<file path="src/rtl/wino_pkg.sv">
// Shared definitions for the Winograd input path: sequencer state encoding,
// default widths and pipeline constants used by the sequencer and controllers.
package wino_pkg;

    typedef enum logic [2:0] {
        S_IDLE   = 3'd0,
        S_LOAD_W = 3'd1,
        S_PREP   = 3'd2,
        S_STREAM = 3'd3,
        S_NEXT   = 3'd4,
        S_DRAIN  = 3'd5,
        S_DONE   = 3'd6
    } seq_state_t;

    // Data controller has two transform register stages to flush after the last loop.
    localparam int DRAIN_CYC       = 2;
    localparam int CH_W_DEFAULT    = 4;
    localparam int OG_W_DEFAULT    = 4;
    localparam int TIMEOUT_DEFAULT = 1024;

endpackage

</file>
<file path="src/rtl/wino_watchdog.sv">
// Cycle watchdog: clear reloads zero, enable counts up, expire flags the
// terminal count (TIMEOUT-1) so the owner can abort on that same cycle.
module wino_watchdog #(
    parameter int TIMEOUT = 1024
) (
    input  logic clk,
    input  logic reset,
    input  logic clear,
    input  logic enable,
    output logic expire
);

    localparam int CW = (TIMEOUT > 1) ? $clog2(TIMEOUT) : 1;
    localparam logic [CW-1:0] LAST = CW'(TIMEOUT - 1);

    logic [CW-1:0] count_q;

    // Count enabled cycles; clear wins over enable.
    always_ff @(posedge clk or posedge reset) begin
        if (reset) begin
            count_q <= '0;
        end else if (clear) begin
            count_q <= '0;
        end else if (enable && (count_q != LAST)) begin
            count_q <= count_q + 1'b1;
        end
    end

    assign expire = (count_q == LAST);

endmodule

</file>
<file path="src/rtl/wino_layer_sequencer.sv">
// Layer scheduler: for every (output group, input channel) pair it requests
// weights, then launches one tile loop in the data controller.
// Handshakes: weight_prepare_o is a level request held until the cycle
// weight_ready_i is seen high in LOAD_W; input_prepare_o is a single-cycle
// launch and data_loop_finished_i is only honoured while in STREAM.
module wino_layer_sequencer
    import wino_pkg::*;
#(
    parameter int CH_W    = CH_W_DEFAULT,
    parameter int OG_W    = OG_W_DEFAULT,
    parameter int TIMEOUT = TIMEOUT_DEFAULT
) (
    input  logic            clk,
    input  logic            reset,
    input  logic            start_i,
    input  logic [CH_W-1:0] num_in_ch_i,
    input  logic [OG_W-1:0] num_out_grp_i,
    input  logic [7:0]      block_width_i,
    input  logic [7:0]      block_height_i,
    input  logic            size_type_i,
    input  logic            weight_ready_i,
    input  logic            data_loop_finished_i,
    output logic            weight_prepare_o,
    output logic            input_prepare_o,
    output logic [CH_W-1:0] input_id_o,
    output logic [OG_W-1:0] out_grp_o,
    output logic [7:0]      block_width_o,
    output logic [7:0]      block_height_o,
    output logic            size_type_o,
    output logic            acc_clear_o,
    output logic            busy_o,
    output logic            done_o,
    output logic            err_o,
    output seq_state_t      state_o
);

    localparam int DW = $clog2(DRAIN_CYC + 1);
    localparam logic [DW-1:0] DRAIN_LAST = DW'(DRAIN_CYC - 1);

    seq_state_t      state_q, state_d;
    logic [CH_W-1:0] num_in_ch_q, id_q;
    logic [OG_W-1:0] num_out_grp_q, grp_q;
    logic [7:0]      bw_q, bh_q;
    logic            st_q, err_q, acc_clear_q;
    logic [DW-1:0]   drain_cnt_q;
    logic [15:0]     blk_prod;

    logic accept, adv_id, adv_grp, timeout_hit, wd_clear, wd_en, wd_expire;

    assign blk_prod = 16'(block_width_i) * 16'(block_height_i);

    wino_watchdog #(.TIMEOUT(TIMEOUT)) u_watchdog (
        .clk    (clk),
        .reset  (reset),
        .clear  (wd_clear),
        .enable (wd_en),
        .expire (wd_expire)
    );

    // State register.
    always_ff @(posedge clk or posedge reset) begin
        if (reset) state_q <= S_IDLE;
        else       state_q <= state_d;
    end

    // Next-state and control strobes for the datapath.
    always_comb begin
        state_d     = state_q;
        accept      = 1'b0;
        adv_id      = 1'b0;
        adv_grp     = 1'b0;
        timeout_hit = 1'b0;
        wd_clear    = 1'b0;
        wd_en       = 1'b0;
        case (state_q)
            S_IDLE: begin
                if (start_i) begin
                    accept  = 1'b1;
                    state_d = (blk_prod == 16'd0) ? S_DONE : S_LOAD_W;
                end
            end
            S_LOAD_W: if (weight_ready_i) state_d = S_PREP;
            S_PREP: begin
                wd_clear = 1'b1;
                state_d  = S_STREAM;
            end
            S_STREAM: begin
                wd_en = 1'b1;
                if (data_loop_finished_i) begin
                    state_d = S_NEXT;
                end else if (wd_expire) begin
                    timeout_hit = 1'b1;
                    state_d     = S_IDLE;
                end
            end
            S_NEXT: begin
                if (id_q < num_in_ch_q) begin
                    adv_id  = 1'b1;
                    state_d = S_LOAD_W;
                end else if (grp_q < num_out_grp_q) begin
                    adv_grp = 1'b1;
                    state_d = S_LOAD_W;
                end else begin
                    state_d = S_DRAIN;
                end
            end
            S_DRAIN: if (drain_cnt_q == DRAIN_LAST) state_d = S_DONE;
            S_DONE:  state_d = S_IDLE;
            default: state_d = S_IDLE;
        endcase
    end

    // Layer configuration, loop counters, error flag and clear pulse.
    always_ff @(posedge clk or posedge reset) begin
        if (reset) begin
            num_in_ch_q   <= '0;
            num_out_grp_q <= '0;
            id_q          <= '0;
            grp_q         <= '0;
            bw_q          <= '0;
            bh_q          <= '0;
            st_q          <= 1'b0;
            err_q         <= 1'b0;
            acc_clear_q   <= 1'b0;
        end else begin
            acc_clear_q <= accept | adv_grp;
            if (accept) begin
                num_in_ch_q   <= num_in_ch_i;
                num_out_grp_q <= num_out_grp_i;
                bw_q          <= block_width_i;
                bh_q          <= block_height_i;
                st_q          <= size_type_i;
                id_q          <= '0;
                grp_q         <= '0;
                err_q         <= 1'b0;
            end
            if (adv_id) id_q <= id_q + 1'b1;
            if (adv_grp) begin
                id_q  <= '0;
                grp_q <= grp_q + 1'b1;
            end
            if (timeout_hit) err_q <= 1'b1;
        end
    end

    // Drain counter runs only while in DRAIN.
    always_ff @(posedge clk or posedge reset) begin
        if (reset)                  drain_cnt_q <= '0;
        else if (state_q == S_DRAIN) drain_cnt_q <= drain_cnt_q + 1'b1;
        else                        drain_cnt_q <= '0;
    end

    assign weight_prepare_o = (state_q == S_LOAD_W);
    assign input_prepare_o  = (state_q == S_PREP);
    assign done_o           = (state_q == S_DONE);
    assign busy_o           = (state_q != S_IDLE);
    assign input_id_o       = id_q;
    assign out_grp_o        = grp_q;
    assign block_width_o    = bw_q;
    assign block_height_o   = bh_q;
    assign size_type_o      = st_q;
    assign acc_clear_o      = acc_clear_q;
    assign err_o            = err_q;
    assign state_o          = state_q;

endmodule

</file>
<file path="config.mk">
export PLATFORM = sky130hd
export DESIGN_NAME = wino_layer_sequencer
export DESIGN_NICKNAME = d
export VERILOG_FILES = /design/src/rtl/wino_pkg.sv /design/src/rtl/wino_watchdog.sv /design/src/rtl/wino_layer_sequencer.sv
export SDC_FILE = /design/constraint.sdc
export NUM_CORES = 1
export LEC_CHECK = 0
export CORE_MARGIN = 2
export CORE_UTILIZATION = 25
export CTS_CLUSTER_SIZE = 12
export DETAILED_ROUTE_END_ITERATION = 10
export PLACE_DENSITY_LB_ADDON = 0.15
export SYNTH_ARGS = -nofsm -noshare
export SYNTH_HDL_FRONTEND = slang
export SYNTH_SLANG_ARGS = --single-unit
</file>
<file path="constraint.sdc">
create_clock -name clk -period 2.6 [get_ports clk]
set_input_delay 0.39 -clock clk [delete_from_list [all_inputs] [get_ports clk]]
set_output_delay 0.39 -clock clk [all_outputs]
set_load 0.005 [all_outputs]
</file>
==> run_results.csv, run 1 <==
group,metric,value,unit
run_status,status,"complete, but fails checks",
run_status,violations,"negative setup slack",
cells_and_area,diodes,0,
detailed_routing,top_layer_used,"met4",
die,initial_utilization,25.4,%
global_routing,grt_start_max_net_pins,51,
global_routing,grt_pass1_wl,20800,um
cells_and_area,nFillCells,1813,
job,drv_cap,0,
timing,maxSlewViolCount,0,
die,die_w,139,um
power_and_ir_drop,p_leak,0.00312,uW
die,coreArea,17900,um2
clocking,numCtsBuffers,5,
clocking,clk_pin_slew,0.07,ns
die,die_y,139,um
synthesis,synth_nets,603,
global_routing,antenna_found_initial,0,
critical_path,cpPeakStageDelay,0.61,ns
critical_path,slowest_stage,"fa_2",
clocking,clock-sinks,50,
critical_path,path_max_fanout,7,
power_and_ir_drop,finalPower,5820,uW
timing,clock_skew,0.0129,ns
detailed_routing,avgRoutedWirePerCell,14.2,um
critical_path,required,2.77,ns
critical_path,cp-end-kind,"register",
place,io_buffers,63,
timing,relSlewSlack,55.4,%
timing,finalCritPeriodShare,176,%
timing,finalHoldViolCount,0,
min_path,hp-class,"register to register",
global_routing,track_usage,13.0,%
detailed_routing,wl_met1,5930,um
global_routing,first_global_vias,4082,
critical_path,path_cells,"buf_8 -> buf_6 -> buf_6 -> nand2_2 -> fa_1 -> fa_2 -> fa_2 -> fa_1 -> inv_1 -> ha_4 -> o21ai_0 -> mux2i_1 -> o21ai_4 -> or4_4 -> a211o_1 -> a211o_1",
cells_and_area,area_delta_synth_final,43.5,%
die,pin_count,64,
detailed_routing,drc,0,
place,hpwl,9690,um
power_and_ir_drop,power_density,891,nW/um2
synthesis,synth_edf_count,0,
place,post-place-ws,-2.91,ns
synthesis,syn_inst,491,
synthesis,syn_area,4550,um2
place,gp_congestion,0.857,
synthesis,synth.distinct_cells,55,
detailed_routing,via_count,3808,
clocking,cts.path.max_buffers,2,
critical_path,crit_arrival,4.74,ns
cells_and_area,multi_input_area,3240,um2
detailed_routing,drtPass1Iterations,4,
clocking,cts_hold_buf,0,
detailed_routing,route.met2.wl,5840,um
cells_and_area,seq_area,1250,um2
synthesis,ys_seq_area_share,27.5,%
cells_and_area,drive_gt1_share,29.4,%
cells_and_area,nNetsFinal,741,
global_routing,overflow,0,
detailed_routing,wl,12200,um
clocking,clk_latency,0.30,ns
cells_and_area,post-route-cell-area,6530,um2
cells_and_area,mostFrequentLayoutCells,"buf_4, inv_1, nand2_1",
timing,tightest_slew,0.669,ns
synthesis,synth_seq_cells,50,
critical_path,cp_top_family,"adder cells",
detailed_routing,wl_met3,314,um
timing,max_freq,0.219,GHz
cells_and_area,layout_commonest_cell,"buf_4",
synthesis,ys.flop_type,"dfrtp_1",
place,postPlaceCellArea,6000,um2
synthesis,synth_warnings,0,
detailed_routing,dr.first_iter.drc_count,144,
detailed_routing,ant_nets,0,
die,dieArea,19300,um2
timing,setup_ws,-1.97,ns
timing,min_period,4.57,ns
timing,grt_setup_unrepaired,"yes",
power_and_ir_drop,ir_worst_vdd,0.000366,V
critical_path,path_class,"input pin to register",
synthesis,async_reset_ff_share,100,%
synthesis,synth.avg_cell_area,9.27,um2
critical_path,start_kind,"input pin",
clocking,cts-root-buf,"clkbuf_16",
detailed_routing,via_per_inst,4.43,
clocking,cts_tree,"done",
timing,setup_violations,3,
critical_path,path_buf_inv,4,
die,num_rows,49,
clocking,htreeDepth,2,
## final timing paths
check / depth (start not counted) / end / slack, ns / startpoint
min in group asynchronous: 3 / acc_clear_o / 0.59 / reset
worst min register to register: 1 / drain_cnt_q[0] / 0.43 / drain_cnt_q[0]
worst max register to register: 7 / input_id_o[2] / 0.27 / out_grp_o[1]
worst max-delay path: 16 / state_o[0] / -1.97 / block_width_i[4]
max in group asynchronous: 3 / block_width_o[2] / 1.55 / reset
worst min-delay path: 1 / drain_cnt_q[0] / 0.43 / drain_cnt_q[0]
## synthesized netlist by cell type (5+ instances only)
master | number | area [um2]
and2_1 | 35 | 219
a21oi_1 | 12 | 60.1
nand3_1 | 9 | 45.0
clkbuf_1 | 16 | 60.1
a21o_1 | 6 | 45.0
nand2_1 | 66 | 248
ha_1 | 46 | 576
dfrtp_1 | 50 | 1250
o21ai_0 | 13 | 65.1
nor2b_1 | 6 | 37.5
mux2i_1 | 5 | 50.1
o21ai_1 | 6 | 30.0
xnor2_1 | 6 | 52.6
inv_1 | 65 | 244
fa_1 | 36 | 721
mux2_2 | 16 | 180
xor2_1 | 9 | 78.8
nor2_1 | 25 | 93.8
nor3_1 | 5 | 25.0
## through the flow
stage               std cells  setup TNS [ns]  util (%)  hold WS [ns]
floorplan                 491           -5.60         -         0.408
global placement          832           -8.72      33.5         0.419
detailed placement        832           -8.64      33.5         0.424
CTS                       861           -6.14      36.1         0.434
global route              859           -6.07      36.5         0.453
finish                    859           -5.76      36.5         0.430
## area by class of cell
cell class	count	area share, %
well taps	229	4.39
multi-input cells	356	49.6
repair buffers	150	20.3
clock inverters	3	0.747
clock buffers	5	1.92
inverters	66	3.83
flip-flops and latches	50	19.2
## sequential cells by signal, indices dropped and copies added (netlist names)
| name | count |
|---|---|
| num_in_ch_q | 4 |
| num_out_grp_q | 4 |
| input_id_o | 4 |
| size_type_o | 1 |
| acc_clear_o | 1 |
| u_watchdog.count_q | 10 |
| drain_cnt_q | 2 |
| block_height_o | 8 |
| out_grp_o | 4 |
| state_o | 3 |
| block_width_o | 8 |
| err_o | 1 |
## repair_timing
action,4_1_cts,5_1_grt
setup endpoints to repair,3,3
setup buffers,21,2
pin swaps,29,24
endpoints found under the hold margin,0,0
resized for setup,85,49
## power breakdown
part / switching, uW / internal [uW]
clock: 310 / 461
combinational: 1750 / 2030
sequential: 223 / 1050
## cells by family (layout without fill, tap and decap cells)
family,after synthesis,after routing,synth area share [%]
AO/OA/AOI/OAI,67,67,10.2
AND/OR/NAND/NOR,171,171,18.7
XOR/XNOR,15,15,2.89
adder cells (fa/ha/maj),82,82,28.5
multiplexers,21,21,5.06
buffers and inverters,85,224,7.18
flip-flops,50,50,27.5
## worst reg2reg max path: stages, from the launching register on
cell	delay [ns]
dfrtp_1	0.44
ha_1	0.31
a21o_1	0.15
a21o_1	0.17
a21oi_1	0.30
nand3b_1	0.35
nand2_1	0.37
o21ai_1	0.12
## layer usage
layer / global-route usage [%] / vias up
li1: - / 1893
met1: 18.2 / 1850
met2: 21.4 / 55
met3: 2.38 / 10
met4: 2.18 / 0
met5: 0 / -
Note: power is estimated with default switching activity, not from simulation.
==> run 2: changes to the inputs <==
--- a/config.mk
+++ b/config.mk
@@ -5,10 +5,13 @@
 export SDC_FILE = /design/constraint.sdc
 export NUM_CORES = 1
 export LEC_CHECK = 0
+export CELL_PAD_IN_SITES_DETAIL_PLACEMENT = 0
+export CELL_PAD_IN_SITES_GLOBAL_PLACEMENT = 1
 export CORE_MARGIN = 2
 export CORE_UTILIZATION = 25
 export CTS_CLUSTER_SIZE = 12
 export DETAILED_ROUTE_END_ITERATION = 10
+export HOLD_SLACK_MARGIN = 0.08
 export PLACE_DENSITY_LB_ADDON = 0.15
 export SYNTH_ARGS = -nofsm -noshare
 export SYNTH_HDL_FRONTEND = slang
==> run 2 against run 1 <==
The run still ends with negative setup slack left. First-iteration DRC count down 19%. Sequential power about the same. Total power down 1.3%. Flip-flop and latch count unchanged. Maximum frequency up 2.4%. Critical path depth up 1. Utilization down 0.42 points. Routed wire length up 1.0%. Clock-buffer cell count up 1. Sequential share of layout area up 0.22 points. Final cell count down 1.5%. Critical path type unchanged.
==> run_results.csv, run 2 (synthesized netlist as in run 1, its figures left out) <==
group,metric,value,unit
die,dieArea,19300,um2
clocking,cts_hold_buf,0,
power_and_ir_drop,power_density,890,nW/um2
detailed_routing,via_per_inst,4.46,
clocking,cts_tree,"done",
global_routing,grt_start_max_net_pins,51,
timing,setup_ws,-1.87,ns
clocking,clk_pin_slew,0.06,ns
global_routing,first_global_vias,4081,
die,coreArea,17900,um2
detailed_routing,via_count,3773,
critical_path,start_kind,"input pin",
die,num_rows,49,
clocking,clk_latency,0.29,ns
job,drv_cap,0,
timing,min_period,4.47,ns
clocking,htreeDepth,2,
cells_and_area,largest_register_ffs,10,
cells_and_area,nNetsFinal,729,
cells_and_area,nFillCells,1857,
die,initial_utilization,25.4,%
cells_and_area,regMostFlops,"u_watchdog.count_q",
timing,holdWs,0.431,ns
detailed_routing,avgRoutedWirePerCell,14.6,um
timing,max_freq,0.224,GHz
detailed_routing,dr.first_iter.drc_count,116,
global_routing,track_usage,13.5,%
critical_path,crit_arrival,4.64,ns
global_routing,grt_pass1_wl,21400,um
run_status,status,"complete, but fails checks",
critical_path,path_buf_inv,5,
min_path,hp-class,"input pin to register",
timing,finalHoldViolCount,0,
timing,clock_skew,0.00747,ns
power_and_ir_drop,p_leak,0.00304,uW
critical_path,path_class,"input pin to register",
detailed_routing,drc,0,
detailed_routing,ant_nets,0,
cells_and_area,mostFrequentLayoutCells,"buf_4, inv_1, nand2_1",
power_and_ir_drop,ir_worst_vdd,0.000417,V
timing,tns,-5.45,ns
clocking,clock-sinks,50,
critical_path,path_max_fanout,6,
die,die_y,139,um
die,pin_count,64,
timing,maxSlewViolCount,0,
critical_path,cpPeakStageDelay,0.58,ns
timing,setup_violations,3,
detailed_routing,drtPass1Iterations,4,
timing,grt_setup_unrepaired,"yes",
timing,finalCritPeriodShare,172,%
place,io_buffers,63,
critical_path,cp-end-kind,"register",
place,gp_congestion,0.819,
clocking,numCtsBuffers,5,
place,hpwl,9740,um
cells_and_area,diodes,0,
cells_and_area,drive_gt1_share,28.5,%
critical_path,slowest_stage,"fa_1",
detailed_routing,wl,12300,um
clocking,cts.path.max_buffers,2,
critical_path,cp_top_family,"adder cells",
run_status,violations,"negative setup slack",
clocking,cts-root-buf,"clkbuf_16",
cells_and_area,layout_commonest_cell,"buf_4",
timing,tightest_slew,0.412,ns
timing,relSlewSlack,71.8,%
critical_path,path_cells,"buf_8 -> buf_6 -> nand2_1 -> fa_2 -> inv_1 -> ha_1 -> inv_1 -> fa_1 -> fa_1 -> inv_2 -> ha_4 -> nand3_1 -> a221oi_2 -> o21ai_4 -> or4_4 -> a211o_1 -> a211o_1",
global_routing,antenna_found_initial,0,
global_routing,overflow,0,
cells_and_area,area_delta_synth_final,41.8,%
critical_path,required,2.77,ns
die,die_w,139,um
==> run 2: layout make-up <==
type | count | area, um2 | share of cell area (%)
inverter | 66 | 250 | 3.88
multi-input combinational | 356 | 3250 | 50.4
sequential | 50 | 1250 | 19.4
clock inverter | 1 | 30.0 | 0.465
clock buffer | 6 | 139 | 2.15
timing repair buffer | 138 | 1250 | 19.3
tap | 229 | 287 | 4.44
==> run 2: timing repair <==
item                                    4_1_cts  5_1_grt
buffers inserted                             14        2
pin swaps                                    28       31
gates resized for setup                     104       42
endpoints found under the setup margin        3        3
==> run 2: worst paths after layout <==
| path | from | to | slack (ns) | cells past startpoint |
|---|---|---|---|---|
| max | block_height_i[3] | state_o[0] | -1.87 | 17 |
| min | block_width_i[5] | block_width_o[5] | 0.43 | 2 |
| max reg2reg | out_grp_o[1] | out_grp_o[2] | 0.45 | 8 |
| min reg2reg | drain_cnt_q[0] | drain_cnt_q[0] | 0.43 | 1 |
| max in group asynchronous | reset | u_watchdog.count_q[6] | 1.91 | 3 |
| min in group asynchronous | reset | acc_clear_o | 0.46 | 3 |
==> run 2: per-stage QoR <==
stage                     std cells  setup WS (ns)  area, um2  utilization, %  total power [uW]
after floorplan                 491          -1.92       4780               -              3310
after global placement          829          -2.83       6010            33.6              4720
after detailed placement        829          -2.89       6010            33.6              4730
after CTS                       850          -1.97       6390            35.7              5750
after global routing            846          -2.04       6450            36.1              6270
final                           846          -1.87       6450            36.1              5740
==> run 2: power by group <==
part           switching (uW)  internal [uW]  total (uW)
clock                     284            475         760
sequential                232           1050        1280
combinational            1690           2010        3700
total                    2210           3530        5740
==> run 2: routing by layer <==
metal,track usage (%),up-vias,wire [um]
li1,-,1858,-
met1,19.0,1855,5930
met2,22.6,53,5980
met3,2.24,7,350
met4,1.75,0,66
met5,0,-,0
==> run 3: changes to the inputs <==
==> constraint.sdc (replaced) <==
create_clock -name clk -period 5.3 [get_ports clk]
set_input_delay 0.795 -clock clk [delete_from_list [all_inputs] [get_ports clk]]
set_output_delay 0.795 -clock clk [all_outputs]
set_load 0.005 [all_outputs]
==> run 3 against run 2 <==
The run now ends clean. Register-to-register slack improved by 2.5 ns. Final cell count fell by 2.5%. Die area did not move. Design area fell by 7.3%. Critical path type unchanged.
==> run_results.csv, run 3 (synthesized netlist as in run 1, its figures left out) <==
group,metric,value,unit
run_status,status,"finished, final reports clean",
timing,finalHoldViolCount,0,
clocking,cts_tree,"done",
clocking,clk_latency,0.29,ns
clocking,clock-sinks,50,
clocking,clk_pin_slew,0.07,ns
clocking,cts-root-buf,"clkbuf_16",
detailed_routing,ant_nets,0,
job,drv_cap,0,
global_routing,antenna_found_initial,0,
cells_and_area,nNetsFinal,707,
cells_and_area,nFillCells,1858,
place,hpwl,9770,um
critical_path,r2r_cells,5,
detailed_routing,via_count,3701,
critical_path,cp-end-kind,"register",
timing,setup_violations,0,
timing,maxSlewViolCount,0,
timing,tns,0,ns
timing,max_freq,0.194,GHz
cells_and_area,area_delta_synth_final,31.5,%
power_and_ir_drop,power_density,433,nW/um2
detailed_routing,via_per_inst,4.49,
cells_and_area,largest_register_ffs,10,
critical_path,critPathCapture,"state_o[0]",
cells_and_area,diodes,0,
cells_and_area,mostFrequentLayoutCells,"nand2_1, inv_1, buf_4",
detailed_routing,drc,0,
detailed_routing,dr.first_iter.drc_count,137,
timing,finalCritPeriodShare,97.2,%
cells_and_area,drive_gt1_share,19.1,%
critical_path,path_max_fanout,5,
clocking,cts.path.max_buffers,2,
timing,tightest_slew,1.08,ns
power_and_ir_drop,ir_worst_vdd,0.000171,V
critical_path,crit_arrival,5.33,ns
power_and_ir_drop,p_leak,0.00287,uW
global_routing,first_global_vias,3856,
critical_path,rrSetupSlack,2.98,ns
critical_path,reg2reg_from,"state_o[0]",
die,die_w,139,um
cells_and_area,layout_commonest_cell,"nand2_1",
critical_path,reg2reg_to,"block_width_o[2]",
clocking,cts_setup_buffers,0,
timing,clock_skew,0.00486,ns
global_routing,track_usage,12.7,%
min_path,hp-class,"register to register",
global_routing,grt_start_max_net_pins,51,
die,dieArea,19300,um2
place,gp_congestion,0.792,
detailed_routing,wl,11800,um
timing,min_period,5.15,ns
critical_path,start_kind,"input pin",
timing,grt_setup_unrepaired,"no",
detailed_routing,drtPass1Iterations,4,
global_routing,grt_pass1_wl,20000,um
critical_path,path_class,"input pin to register",
die,coreArea,17900,um2
timing,relSlewSlack,27.9,%
detailed_routing,avgRoutedWirePerCell,14.3,um
clocking,cts_hold_buf,0,
die,initial_utilization,25.4,%
die,pin_count,64,
timing,holdWs,0.433,ns
place,io_buffers,63,
die,num_rows,49,
global_routing,overflow,0,
clocking,numCtsBuffers,5,
critical_path,startpoint,"block_width_i[0]",
clocking,htreeDepth,2,
critical_path,required,5.48,ns
die,die_y,139,um
cells_and_area,regMostFlops,"u_watchdog.count_q",
run 3: cell count changes in the layout (fill, tap and decap cells not counted), sizes merged:
cell / change
buf: -29
clkbuf: +5
clkdlybuf4s15: -1
dlygate4sd2: +3
inv: +1
run 3: layout make-up:
type | instances | area [um2] | area share (%)
Clock buffer | 6 | 139 | 2.32
Clock inverter | 2 | 38.8 | 0.648
Inverter | 66 | 248 | 4.14
Multi-Input combinational cell | 356 | 3050 | 51.0
Sequential cell | 50 | 1250 | 20.9
Tap cell | 229 | 287 | 4.79
Timing Repair Buffer | 116 | 970 | 16.2
run 3: through the flow:
step / power, uW / area [um2] / cells / setup WS (ns) / utilization (%)
3_5_place_dp: 2190 / 5790 / 817 / -0.734 / 32.3
2_1_floorplan: 1530 / 4550 / 491 / 0.0234 / -
5_1_grt: 2850 / 5990 / 825 / 0.00274 / 33.4
6_report: 2590 / 5990 / 825 / 0.148 / 33.4
3_3_place_gp: 2170 / 5790 / 817 / -0.717 / 32.3
4_1_cts: 2600 / 6000 / 825 / 0.00287 / 33.5
run 3: worst min-delay path by stage:
stage	startpoint	endpoint	slack (ns)	depth (start not counted)
after detailed placement	drain_cnt_q[0]	drain_cnt_q[0]	0.43	1
after global routing	drain_cnt_q[0]	drain_cnt_q[0]	0.47	1
after CTS	drain_cnt_q[0]	drain_cnt_q[0]	0.44	1
after global placement	drain_cnt_q[0]	drain_cnt_q[0]	0.42	1
after floorplan	drain_cnt_q[0]	drain_cnt_q[0]	0.41	1
final	drain_cnt_q[0]	drain_cnt_q[0]	0.43	1
run 3: worst max-delay path, stage by stage:
cell	delay, ns
dlygate4sd2_1	0.27
buf_4	0.17
and2_1	0.18
fa_1	0.45
fa_1	0.49
ha_1	0.28
inv_1	0.05
fa_1	0.57
inv_1	0.08
ha_4	0.18
a211oi_1	0.23
o211ai_1	0.17
a21oi_2	0.22
mux2i_1	0.09
or4_4	0.48
a211o_1	0.30
a211o_1	0.32
run 3: report_power, final:
group | switching [uW] | internal [uW] | leakage (uW) | total, uW
Sequential | 111 | 516 | 0.000642 | 626
Clock | 145 | 237 | 0.0000875 | 383
Combinational | 763 | 817 | 0.00214 | 1580
Total | 1020 | 1570 | 0.00287 | 2590
run 3: repair_timing:
action | 4_1_cts | 5_1_grt
pin swaps | 4 | 8
gates resized for setup | 46 | 32
setup endpoints to repair | 3 | 3
run 3: metal layers:
metal	global-route usage (%)	wire, um
met2	20.4	5480
met3	2.42	392
met1	18.1	5850
met4	2.29	80
met5	0	0
